File: src/rtl/twpm_pkg.sv
// twpm_pkg: register map, read default and IRQ bit indices shared by the TPM command mailbox.
package twpm_pkg;
  localparam logic [16:0] STATUS        = 17'h00000;
  localparam logic [16:0] OP_TYPE       = 17'h00004;
  localparam logic [16:0] LOCALITY      = 17'h00008;
  localparam logic [16:0] BUF_SIZE      = 17'h0000C;
  localparam logic [16:0] IRQ_EN        = 17'h00010;
  localparam logic [16:0] IRQ_STAT      = 17'h00014;
  localparam logic [16:0] COMPLETE      = 17'h00040;
  localparam logic [16:0] FPGA_RAM_BASE = 17'h00800;
  localparam logic [31:0] DEFAULT_READ_VALUE = 32'hBADFABAC;
  localparam int IRQ_EXEC  = 0;
  localparam int IRQ_ABORT = 1;
  typedef enum logic [2:0] {R_STATUS, R_OP, R_LOC, R_BUF, R_EN, R_STAT, R_CMPL, R_NONE} reg_e;
  function automatic reg_e reg_decode(input logic [14:0] wa);
    return wa == STATUS[16:2]   ? R_STATUS :
           wa == OP_TYPE[16:2]  ? R_OP     :
           wa == LOCALITY[16:2] ? R_LOC    :
           wa == BUF_SIZE[16:2] ? R_BUF    :
           wa == IRQ_EN[16:2]   ? R_EN     :
           wa == IRQ_STAT[16:2] ? R_STAT   :
           wa == COMPLETE[16:2] ? R_CMPL   : R_NONE;
  endfunction
endpackage

File: src/rtl/twpm_sync_edge.sv
// twpm_sync_edge: 2-flop synchroniser for an LCLK-domain flag plus rising-edge detect in wb_clk.
module twpm_sync_edge (
  input  logic wb_clk,
  input  logic nrst_i,
  input  logic d,
  output logic q,
  output logic rise
);
  logic m, p;
  always_ff @(posedge wb_clk or negedge nrst_i)
    if (!nrst_i) {m, q, p} <= 3'b000;
    else {m, q, p} <= {d, m, q};
  assign rise = q & ~p;
endmodule

File: src/rtl/twpm_cmd_mailbox.sv
// twpm_cmd_mailbox: Wishbone mailbox between the CPU and the LPC-side TPM registers / shared RAM;
// snapshots commands, raises the CPU interrupt, gates RAM ownership and drives the complete pulse.
module twpm_cmd_mailbox #(
  parameter int          RAM_ADDR_WIDTH       = 11,
  parameter int          COMPLETE_PULSE_WIDTH = 20,
  parameter logic [31:0] DEFAULT_READ_VALUE   = twpm_pkg::DEFAULT_READ_VALUE
) (
  input  logic                      wb_clk,
  input  logic                      nrst_i,
  input  logic [16:0]               wb_adr_i,
  input  logic [31:0]               wb_dat_i,
  output logic [31:0]               wb_dat_o,
  input  logic                      wb_we_i,
  input  logic [3:0]                wb_sel_i,
  input  logic                      wb_stb_i,
  input  logic                      wb_cyc_i,
  output logic                      wb_ack_o,
  output logic                      wb_err_o,
  input  logic                      exec_a_i,
  input  logic                      abort_a_i,
  input  logic [3:0]                op_type_i,
  input  logic [3:0]                locality_i,
  input  logic [RAM_ADDR_WIDTH-1:0] buf_len_i,
  input  logic [31:0]               ram_rd_i,
  output logic [RAM_ADDR_WIDTH-3:0] ram_adr_o,
  output logic [3:0]                ram_wen_o,
  output logic                      complete_o,
  output logic                      irq_o
);
  localparam logic [16:0] RAM_TAG = twpm_pkg::FPGA_RAM_BASE >> RAM_ADDR_WIDTH;
  logic exec_s, exec_r, abort_s, abort_r;
  logic req, wr, in_ram, ram_q, err_nxt;
  logic [3:0] op_q, loc_q;
  logic [RAM_ADDR_WIDTH-1:0] len_q;
  logic [1:0] irq_en, irq_stat, irq_set, irq_clr;
  logic [7:0] cnt, cnt_nxt;
  logic [31:0] rd_nxt, dat_q;
  twpm_pkg::reg_e rsel;
  logic unused;
  twpm_sync_edge u_exec (.wb_clk(wb_clk), .nrst_i(nrst_i), .d(exec_a_i), .q(exec_s), .rise(exec_r));
  twpm_sync_edge u_abort (.wb_clk(wb_clk), .nrst_i(nrst_i), .d(abort_a_i), .q(abort_s), .rise(abort_r));
  assign req       = wb_cyc_i & wb_stb_i & ~wb_ack_o;
  assign wr        = req & wb_we_i;
  assign in_ram    = wb_adr_i[16:RAM_ADDR_WIDTH] == RAM_TAG[16-RAM_ADDR_WIDTH:0];
  assign rsel      = twpm_pkg::reg_decode(wb_adr_i[16:2]);
  assign ram_adr_o = wb_adr_i[RAM_ADDR_WIDTH-1:2];
  assign ram_wen_o = (wr & in_ram & exec_s) ? wb_sel_i : 4'b0000;
  assign wb_dat_o  = ram_q ? ram_rd_i : dat_q;
  assign unused    = ^{wb_dat_i[31:2], wb_adr_i[1:0]};
  always_comb begin
    irq_set = 2'b00;
    irq_set[twpm_pkg::IRQ_EXEC]  = exec_r;
    irq_set[twpm_pkg::IRQ_ABORT] = abort_r;
    irq_clr = (wr && !in_ram && rsel == twpm_pkg::R_STAT && wb_sel_i[0]) ? wb_dat_i[1:0] : 2'b00;
    cnt_nxt = (wr && !in_ram && rsel == twpm_pkg::R_CMPL && wb_sel_i != 4'b0000 && cnt == 8'd0) ?
              8'(COMPLETE_PULSE_WIDTH) : (cnt != 8'd0) ? cnt - 8'd1 : 8'd0;
    rd_nxt = in_ram                     ? DEFAULT_READ_VALUE :
             rsel == twpm_pkg::R_STATUS ? {28'b0, irq_o, complete_o, abort_s, exec_s} :
             rsel == twpm_pkg::R_OP     ? {28'b0, op_q} :
             rsel == twpm_pkg::R_LOC    ? {28'b0, loc_q} :
             rsel == twpm_pkg::R_BUF    ? {{(32-RAM_ADDR_WIDTH){1'b0}}, len_q} :
             rsel == twpm_pkg::R_EN     ? {30'b0, irq_en} :
             rsel == twpm_pkg::R_STAT   ? {30'b0, irq_stat} : DEFAULT_READ_VALUE;
    err_nxt = in_ram ? ~exec_s :
              wb_we_i & ~(rsel == twpm_pkg::R_EN || rsel == twpm_pkg::R_STAT || rsel == twpm_pkg::R_CMPL);
  end
  // Decode is resolved in the request cycle; the ack cycle only muxes in the RAM's late read data.
  always_ff @(posedge wb_clk or negedge nrst_i)
    if (!nrst_i) begin
      wb_ack_o   <= 1'b0;
      wb_err_o   <= 1'b0;
      dat_q      <= '0;
      ram_q      <= 1'b0;
      op_q       <= '0;
      loc_q      <= '0;
      len_q      <= '0;
      irq_en     <= '0;
      irq_stat   <= '0;
      irq_o      <= 1'b0;
      cnt        <= '0;
      complete_o <= 1'b0;
    end else begin
      wb_ack_o <= wb_cyc_i & wb_stb_i & ~wb_ack_o;
      wb_err_o <= req & err_nxt;
      if (req) begin
        dat_q <= rd_nxt;
        ram_q <= in_ram & exec_s;
      end
      if (exec_r) begin
        op_q  <= op_type_i;
        loc_q <= locality_i;
        len_q <= buf_len_i;
      end
      if (wr && !in_ram && rsel == twpm_pkg::R_EN && wb_sel_i[0]) irq_en <= wb_dat_i[1:0];
      irq_stat   <= (irq_stat & ~irq_clr) | irq_set;
      irq_o      <= |(irq_stat & irq_en);
      cnt        <= cnt_nxt;
      complete_o <= cnt_nxt != 8'd0;
    end
endmodule

File: config.mk
export PLATFORM = sky130hd
export DESIGN_NAME = twpm_cmd_mailbox
export DESIGN_NICKNAME = d
export VERILOG_FILES = /design/src/rtl/twpm_pkg.sv /design/src/rtl/twpm_sync_edge.sv /design/src/rtl/twpm_cmd_mailbox.sv
export SDC_FILE = /design/constraint.sdc
export NUM_CORES = 1
export LEC_CHECK = 0
export ABC_AREA = 1
export BUFFER_PORTS_ARGS = -buffer_cell sky130_fd_sc_hd__buf_2
export CORE_ASPECT_RATIO = 0.9
export CORE_MARGIN = 3
export CORE_UTILIZATION = 35
export DETAILED_ROUTE_END_ITERATION = 7
export RECOVER_POWER = 100
export SYNTH_ARGS = -nofsm -noshare
export SYNTH_HDL_FRONTEND = slang
export SYNTH_HIERARCHICAL = 1
export SYNTH_SLANG_ARGS = --single-unit
File: constraint.sdc
create_clock -name wb_clk -period 2.1 [get_ports wb_clk]
set_clock_uncertainty 0.2 [all_clocks]
set_input_delay 0.42 -clock wb_clk [delete_from_list [all_inputs] [get_ports wb_clk]]
set_output_delay 0.42 -clock wb_clk [all_outputs]
set_load 0.005 [all_outputs]
; Word level (Yosys, flattened, before mapping)
; Index checks and enable logic that the tools add are counted.
; Widths: inputs -> output; s select.
[op_classes]
n_eq_ne = 13
shifts = 0
reduce_logical = 18
div = 0
n_bitwise = 19
muxes = 20
addsub = 1
n_mul = 0
magnitude_cmp = 0
[ops]
columns = op, count
row1 = $mux 32, 8
row2 = $eq 15x2->1 const B, 2
row3 = $eq 15x3->1 const B, 2
row4 = $mux 8, 2
row5 = $reduce_bool 8->1, 2
row6 = $eq 15x1->1 const B, 1
row7 = $eq 15x5->1 const B, 1
row8 = $logic_not 15->1, 1
row9 = $mux 3, 4
row10 = $and 1x1->1, 10
row11 = $eq 3x3->1 const B, 3
row12 = $logic_and 1x1->1, 8
row13 = $logic_not 8->1, 1
row14 = $sub 8x1->8 const B, 1
row15 = $eq 3x2->1 const B, 2
row16 = $eq 6x1->1 const B, 1
row17 = $mux 2, 3
row18 = $not 1->1, 5
row19 = $and 2x2->2, 2
row20 = $mux 4, 1
row21 = $reduce_bool 4->1, 1
row22 = $eq 3x1->1 const B, 1
row23 = $logic_not 3->1, 1
row24 = $logic_or 1x1->1, 2
row25 = 5 further kinds, 6
[word_totals]
latch_bits = 0
n_memories = 0
mem_bits_ro = 0
register_bits = 74
out_inout_bits = 49
ramBits = 0

; Longest topological paths before layout
; Gate-level depths: netlist of the first run.
[depth]
word_depth = 16
depth_mapped = 12
depth_no_buf = 12

; Hierarchy
; The synthesis of the first run kept the hierarchy.
[modules_own_cells]
columns = module, area_per_inst_um2, cells_per_inst, instances
row1 = twpm_cmd_mailbox, 2969.1, 434, 1
row2 = twpm_sync_edge, 85.1, 5, 2

; Worst setup path before layout of the first run
; No wires, ideal clock.
[synth_timing]
path_type = register to output
startpoint = register ram_q
endpoint = output wb_dat_o[13]
n_path_buf = 2
path_stages_with_launch = 6
path_slack_ns = 0.394
t_arrival_ns = 1.086
path_cell_list = dfrtp_1 buf_2 clkinv_1 nand2_1 buf_2 nand2_1
[synth_via]
elab_chain_len = 1
[synth_rtl]
columns = item, line_no
row1 = from (decl), twpm_cmd_mailbox.sv:32  ; logic req, wr, in_ram, ram_q, err_nxt;
row2 = from (signal assigned), twpm_cmd_mailbox.sv:87  ; ram_q <= in_ram & exec_s;
row3 = $mux 32, twpm_cmd_mailbox.sv:48  ; assign wb_dat_o = ram_q ? ram_rd_i : dat_q;
row4 = to (decl), twpm_cmd_mailbox.sv:12  ; output logic [31:0] wb_dat_o,
; No other way between the ends.

; Worst setup path after layout of the first run
[layout_timing]
startpoint = register wb_ack_o
endpoint = output ram_wen_o[1]
[layout_via]
elab_chain_len = 6
[layout_rtl]
columns = item, line_no
row1 = from (decl), twpm_cmd_mailbox.sv:17  ; output logic wb_ack_o,
row2 = from (signal assigned), twpm_cmd_mailbox.sv:83  ; wb_ack_o <= wb_cyc_i & wb_stb_i & ~wb_ack_o;
row3 = $not 1->1, twpm_cmd_mailbox.sv:42  ; assign req = wb_cyc_i & wb_stb_i & ~wb_ack_o;
row4 = $and 1x1->1, twpm_cmd_mailbox.sv:42
row5 = $and 1x1->1, twpm_cmd_mailbox.sv:43  ; assign wr = req & wb_we_i;
row6 = $and 1x1->1 (2 in series), twpm_cmd_mailbox.sv:47  ; assign ram_wen_o = (wr & in_ram & exec_s) ? wb_sel_i : 4'b0000;
row7 = $mux 4, twpm_cmd_mailbox.sv:47
row8 = to (decl), twpm_cmd_mailbox.sv:26  ; output logic [3:0] ram_wen_o,
; No other way between the ends.

==> results by group, run 1 <==
STA
  – Slew @ Worst Pin: 1.22 ns
  – Max_slew headroom: 18.9%
  – Period minus WS final: 1.97 ns
  – Setup TNS: 0 ns
  – Fmax: 508 MHz
  – Final hold viol count: 0
  – RSZ-0062 raised after global routing: no
  – Final period utilization: 93.7%
  – Pins over their slew limit: 0
  – Setup-failing EPs final: 0

Floorplan
  – Die area: 10100 µm²
  – Die W: 106 µm
  – Starting Density: 36.3%
  – Row Count: 32
  – CORE AREA: 8650 µm²
  – Die Span Y: 95.8 µm
  – IO Count: 160

CTS
  – CTS buffer count: 5
  – H-tree levels: 2
  – CTS max path bufs: 2
  – # clock sinks: 54
  – CTS tree: built
  – Root buffer selected by CTS: clkbuf_8
  – CTS clock-pin slew for the worst setup and hold paths: 0.10 ns
  – Setup bufs post-CTS: 0
  – Clock Latency Late Sink: 0.30 ns

Critical path
  – Crit path max fanout: 4
  – CP Buf/Inv Count: 1
  – CP arrival: 1.35 ns
  – Critical Path Slowest Stage Cell: dfrtp_1
  – FF-to-FF Start: wb_ack_o
  – R2R Setup Slk: 0.20 ns
  – Crit-path cells: nor2_1 > nand2_1 > nor2_1 > nand2_2 > nor2_1 > clkbuf_2
  – Setup crit start: wb_ack_o
  – Most frequent CP cell: nor2_1
  – CP max stage delay: 0.39 ns
  – Critical path capture point type: primary output
  – Worst path required time: 1.48 ns
  – Top Family by Delay on Critical Path: simple AND/OR/NAND/NOR gates
  – WS Path Type: reg2out
  – Critical Path Source Type: register

Layout
  – Commonest non-fill, non-tap cell in the layout: nand2_1
  – Nets: 681
  – ANT cells: 0
  – Finished Layout Cells: 688
  – Layout cells sized above 1: 23.6%
  – Layout overhead on the synthesized area: 26.2%
  – Fill cell count: 894
  – Commonest cells after routing, fill and taps aside: 173 x nand2_1, 94 x buf_2, 56 x inv_1

Power
  – Seq pwr share: 45.2%
  – Clock share of power: 24.3%
  – PwrDens: 718 nW/µm²
  – Switch Pwr: 0.947 mW
  – P_int: 1.90 mW
  – Logic gate share of total power: 30.5%
  – Pleak: 2.25 nW
  – Net switching fraction of the power: 33.3%
  – Maximum vdd ir drop: 0.000420 V

Global routing
  – Global-route wire length before repair: 13.1 mm
  – Largest net degree at the start of global routing: 36
  – Total GRT Usage: 16.1%
  – Initial antenna violation count: 0
  – Total congestion overflow: 0
  – Vias in the first global route: 2767

Logic synthesis
  – Mapped Area: 3140 µm²
  – Net Count, Synth: 557
  – YS warnings: 6
  – Post-synthesis register bit count: 54
  – Post-synthesis cell type count: 31
  – Post-synthesis average cell area: 7.07 µm²
  – Synth Instances: 444
  – Register area share after synthesis: 43.0%

Placement
  – IO buf count: 127
  – Placed cells: 677
  – Gp weighted congestion: 0.801
  – Post-detail-place hpwl: 6.66 mm

Detailed routing
  – WL final: 8.24 mm
  – DR WL/cell: 12.0 µm
  – Remaining DRCs: 0
  – Initial DRC Count: 139
  – Vias/cell: 4.45
  – Number of routed nets with antenna violations: 0
  – Routed vias: 3060
  – DR pass1 iterations: 4

Run status
  – Status: completed

Hold path
  – Hold_sp: buf_len_i[5]
  – Worst Hold Class: in2reg

Run
  – Max capacitance violation total: 0
==> worst min-delay path: stages <==
cell and delay, ns:
buf_2 0.08, nand2_1 0.04, nand2_1 0.05
==> cells by family (layout without fill, tap and decap cells) <==
kind of cell	after synthesis	count (layout)	share of synthesized area (%)
simple gates	268	268	37.7
buf+inv	81	206	11.3
flops	54	54	43.0
compound gates	37	37	6.62
fa+ha+maj	2	2	0.797
xor+xnor	2	2	0.558
==> sequential cells by signal, indices dropped and copies added, names as in the netlist <==
register	flops
ram_q	1
dat_q	12
wb_err_o	1
u_abort/m	1
u_abort/p	1
len_q	11
u_exec/m	1
cnt	8
loc_q	4
op_q	4
wb_ack_o	1
irq_stat	2
irq_en	2
u_exec/p	1
irq_o	1
complete_o	1
u_exec/q	1
u_abort/q	1
==> synthesized netlist by cell type <==
| master | n | area (µm²) |
|---|---|---|
| nor2_8 | 1 | 20.0 |
| nor2_4 | 4 | 45.0 |
| clkinv_1 | 1 | 3.75 |
| a22o_1 | 1 | 8.76 |
| inv_2 | 3 | 11.3 |
| inv_1 | 55 | 206 |
| o21bai_1 | 2 | 15.0 |
| nand3b_1 | 1 | 7.51 |
| o21ai_0 | 19 | 95.1 |
| clkbuf_1 | 8 | 30.0 |
| nand2_2 | 4 | 25.0 |
| nor2_2 | 9 | 56.3 |
| nor3_1 | 3 | 15.0 |
| buf_4 | 9 | 67.6 |
| nand4_1 | 6 | 37.5 |
| buf_8 | 1 | 15.0 |
| buf_2 | 3 | 15.0 |
| ha_1 | 2 | 25.0 |
| nand2_4 | 4 | 45.0 |
| or2_2 | 1 | 6.26 |
| nand3_1 | 23 | 115 |
| inv_4 | 1 | 6.26 |
| a21boi_0 | 1 | 7.51 |
| o32ai_1 | 3 | 26.3 |
| o21ai_1 | 6 | 30.0 |
| nand2_1 | 174 | 653 |
| dfrtp_1 | 54 | 1350 |
| a21oi_1 | 5 | 25.0 |
| nor2_1 | 37 | 139 |
| nand3_4 | 1 | 17.5 |
| xor2_1 | 2 | 17.5 |
==> layer usage <==
metal | part of all wire (%) | up-vias | GRT usage [%]
met5 | 0 | - | 0
met4 | 0.80 | 0 | 3.88
met3 | 6.4 | 6 | 3.42
met2 | 47 | 103 | 28.3
met1 | 46 | 1349 | 20.6
li1 | - | 1602 | -
==> area by class of cell <==
class                           instances  area [µm²]  area share, %
Timing Repair Buffer                  138         701           17.7
Multi-Input combinational cell        309        1430           36.0
Clock buffer                            6        72.6           1.83
Inverter                               60         225           5.69
Tap cell                              119         149           3.76
Clock inverter                          2        37.5          0.948
Sequential cell                        54        1350           34.1
==> worst paths after layout <==
kind                                     end  cells past startpoint
max in group asynchronous            op_q[2]                      2
worst max-delay path            ram_wen_o[1]                      6
worst min register to register      u_exec/q                      0
worst min-delay path                len_q[5]                      3
worst max register to register      dat_q[1]                     10
min in group asynchronous             cnt[6]                      2
==> power by group through the flow <==
stage / clock network, mW / logic (mW) / registers (mW)
after floorplan: 0 / 0.580 / 1.28
after global placement: 0 / 0.880 / 1.30
after detailed placement: 0 / 0.894 / 1.30
after CTS: 0.725 / 0.899 / 1.29
after global routing: 0.767 / 0.998 / 1.30
final: 0.692 / 0.866 / 1.29
==> repair_timing <==
item / 4_1_cts / 5_1_grt
hold buffers: 1 / 2
gates resized for setup: 0 / 1
setup endpoints to repair: 0 / 1
endpoints found under the hold margin: 17 / 2
==> per-stage QoR <==
step           instance area, µm²  total power, mW  hold WS (ns)  worst slack (ns)  util [%]
6_report                     3960             2.84         0.113             0.132      45.8
3_3_place_gp                 3880             2.18         0.135             0.159      44.9
3_5_place_dp                 3880             2.20         0.145             0.136      44.9
4_1_cts                      4000             2.91       0.00149             0.109      46.3
5_1_grt                      3960             3.07         0.103            0.0109      45.8
2_1_floorplan                3140             1.86       -0.0756             0.394         -
Note: power is estimated with default switching activity, not from simulation.
==> run 2: changes to the inputs <==
==> constraint.sdc (replaced) <==
create_clock -name wb_clk -period 2.1 [get_ports wb_clk]
set_clock_uncertainty 0.2 [all_clocks]
set_input_delay 0.21 -clock wb_clk [delete_from_list [all_inputs] [get_ports wb_clk]]
set_output_delay 0.21 -clock wb_clk [all_outputs]
set_load 0.005 [all_outputs]
==> run 2 against run 1 <==
Cell count is 2.8% higher. Final area is 4.1% higher. Power is 3.4% lower. Die area stayed put. Fmax is 7.6% higher. Via count is 2.0% higher. Global-route usage is 0.31 points higher. Non-clock buffer count is 20 higher. Critical path depth is 2 lower. Setup slack better by 0.14 ns. Combinational power is 3.1% higher. Highest routed layer unchanged.
==> results by group, run 2 (synthesis results as in run 1) <==
Layout
  – Largest reg by FF count: dat_q
  – Top flop regs: dat_q (12), len_q (11), cnt (8)
  – ANT cells: 0 (unchanged)
  – Layout cells sized above 1: 23.0% (-0.59 points)
  – Nets: 701 (+2.9%)
  – Commonest cells after routing, fill and taps aside: 173 x nand2_1, 96 x buf_2, 55 x inv_1
  – Layout overhead on the synthesized area: 31.4%
  – Commonest non-fill, non-tap cell in the layout: nand2_1
  – Max reg flops: 12 (unchanged)

Placement
  – Gp weighted congestion: 0.797 (-0.46%)
  – IO buf count: 127 (unchanged)
  – Post-detail-place hpwl: 6.51 mm (-2.2%)
  – Worst slack, placed: 0.341 ns (+0.205 ns)

Power
  – PwrDens: 666 nW/µm² (-7.3%)
  – Pleak: 2.31 nW (+2.8%)
  – Maximum vdd ir drop: 0.000569 V (+35%)

STA
  – Slew @ Worst Pin: 1.18 ns (-0.0350 ns)
  – Pins over their slew limit: 0 (unchanged)
  – Setup TNS: 0 ns (unchanged)
  – Period minus WS final: 1.83 ns (-0.138 ns)
  – Final period utilization: 87.1% (-6.6 points)
  – Final hold viol count: 0 (unchanged)
  – Setup-failing EPs final: 0 (unchanged)
  – RSZ-0062 raised after global routing: no
  – Max_slew headroom: 21.2% (+2.3 points)
  – Fmax: 546 MHz (+7.6%)
  – Final setup margin: 0.270 ns (+0.138 ns)

Floorplan
  – CORE AREA: 8650 µm² (unchanged)
  – Die area: 10100 µm² (unchanged)
  – Die W: 106 µm (unchanged)
  – Starting Density: 36.3% (unchanged)
  – Die Span Y: 95.8 µm (unchanged)
  – Row Count: 32 (unchanged)
  – IO Count: 160 (unchanged)

Detailed routing
  – Number of routed nets with antenna violations: 0 (unchanged)
  – Vias/cell: 4.42 (-0.72%)
  – Initial DRC Count: 139 (unchanged)
  – WL final: 8.33 mm (+1.1%)
  – Remaining DRCs: 0 (unchanged)
  – DR WL/cell: 11.8 µm (-1.6%)
  – Routed vias: 3122 (+2.0%)
  – DR pass1 iterations: 6 (+2)

CTS
  – Root buffer selected by CTS: clkbuf_8
  – CTS clock-pin slew for the worst setup and hold paths: 0.10 ns (about the same)
  – # clock sinks: 54 (unchanged)
  – Clock Latency Late Sink: 0.31 ns (about the same)
  – CTS max path bufs: 2 (unchanged)
  – H-tree levels: 2 (unchanged)
  – Setup bufs post-CTS: 0 (unchanged)
  – CTS tree: built
  – CTS buffer count: 5 (unchanged)

Critical path
  – Critical Path Source Type: register
  – CP arrival: 1.42 ns (+0.07 ns)
  – R2R cell count: 5 (-5)
  – Worst path required time: 1.69 ns (+0.21 ns)
  – Crit path max fanout: 15 (+11)
  – WS Path Type: reg2out
  – Critical path capture point type: primary output

Run
  – Max capacitance violation total: 0 (unchanged)

Global routing
  – Global-route wire length before repair: 13.5 mm (+3.1%)
  – Total GRT Usage: 16.5% (+0.31 points)
  – Vias in the first global route: 2963 (+7.1%)
  – Initial antenna violation count: 0 (unchanged)
  – Largest net degree at the start of global routing: 55 (+53%)
  – Total congestion overflow: 0 (unchanged)

Hold path
  – WHS Path Cells: 3 (unchanged)
  – Worst Hold Class: in2reg

Run status
  – Status: completed
==> run 2: cell count changes in the layout (fill, tap and decap cells not counted) <==
| cell | delta |
|---|---|
| dlygate4sd3_1 | +22 |
| bufinv_16 | -1 |
| buf_2 | +2 |
| inv_1 | -1 |
| buf_12 | -2 |
| nor2_2 | -1 |
| nor2_4 | +1 |
| clkinvlp_4 | +1 |
| inv_4 | +1 |
| clkbuf_1 | -3 |
==> run 2: through the flow <==
step / cell area [µm²] / hold slack (ns) / power (mW) / util [%] / std cells
3_5_place_dp: 3850 / 0.0296 / 2.19 / 44.6 / 675
6_report: 4130 / 0.0485 / 2.75 / 47.7 / 707
4_1_cts: 4190 / 0.0437 / 2.79 / 48.4 / 707
5_1_grt: 4130 / 0.0565 / 2.95 / 47.7 / 707
3_3_place_gp: 3850 / 0.0275 / 2.17 / 44.6 / 675
2_1_floorplan: 3140 / -0.286 / 1.86 / - / 444
==> run 2: final cells by class <==
cell class                      instances  area [µm²]
Clock inverter                          2        15.0
Inverter                               60         228
Multi-Input combinational cell        309        1430
Sequential cell                        54        1350
Timing Repair Buffer                  158         883
Fill cell                             937        4520
Clock buffer                            5        68.8
Tap cell                              119         149
==> run 2: worst paths after layout <==
check	endpoint	start	slack, ns
worst min-delay path	wb_err_o	wb_adr_i[11]	0.05
worst max register to register	loc_q[0]	u_exec/q	0.30
max in group asynchronous	dat_q[6]	nrst_i	0.42
worst min register to register	u_abort/q	u_abort/m	0.16
worst max-delay path	wb_dat_o[23]	ram_q	0.27
min in group asynchronous	cnt[7]	nrst_i	0.56
==> run 2: what timing repair did <==
| item | 4_1_cts | 5_1_grt |
|---|---|---|
| resized for setup | 0 | 1 |
| hold buffers | 25 | 0 |
| hold endpoints to repair | 78 | 0 |
| endpoints found under the setup margin | 0 | 6 |
==> run 2: power breakdown <==
| part | internal (mW) | switching [mW] |
|---|---|---|
| Combinational | 0.362 | 0.531 |
| Sequential | 1.19 | 0.0897 |
| Clock | 0.229 | 0.341 |
| Total | 1.78 | 0.962 |
==> run 2: worst max-delay path: stages, from the launching register on <==
cell	delay [ns]
dfrtp_1	0.36
clkinv_1	0.23
nand2_2	0.30
nand2_1	0.09
buf_2	0.14
==> run 2: per-layer routing <==
layer	GRT usage, %	share of wire [%]
met1	20.9	47
met2	29.4	47
met3	3.29	5.7
met4	3.45	0.83
met5	0	0
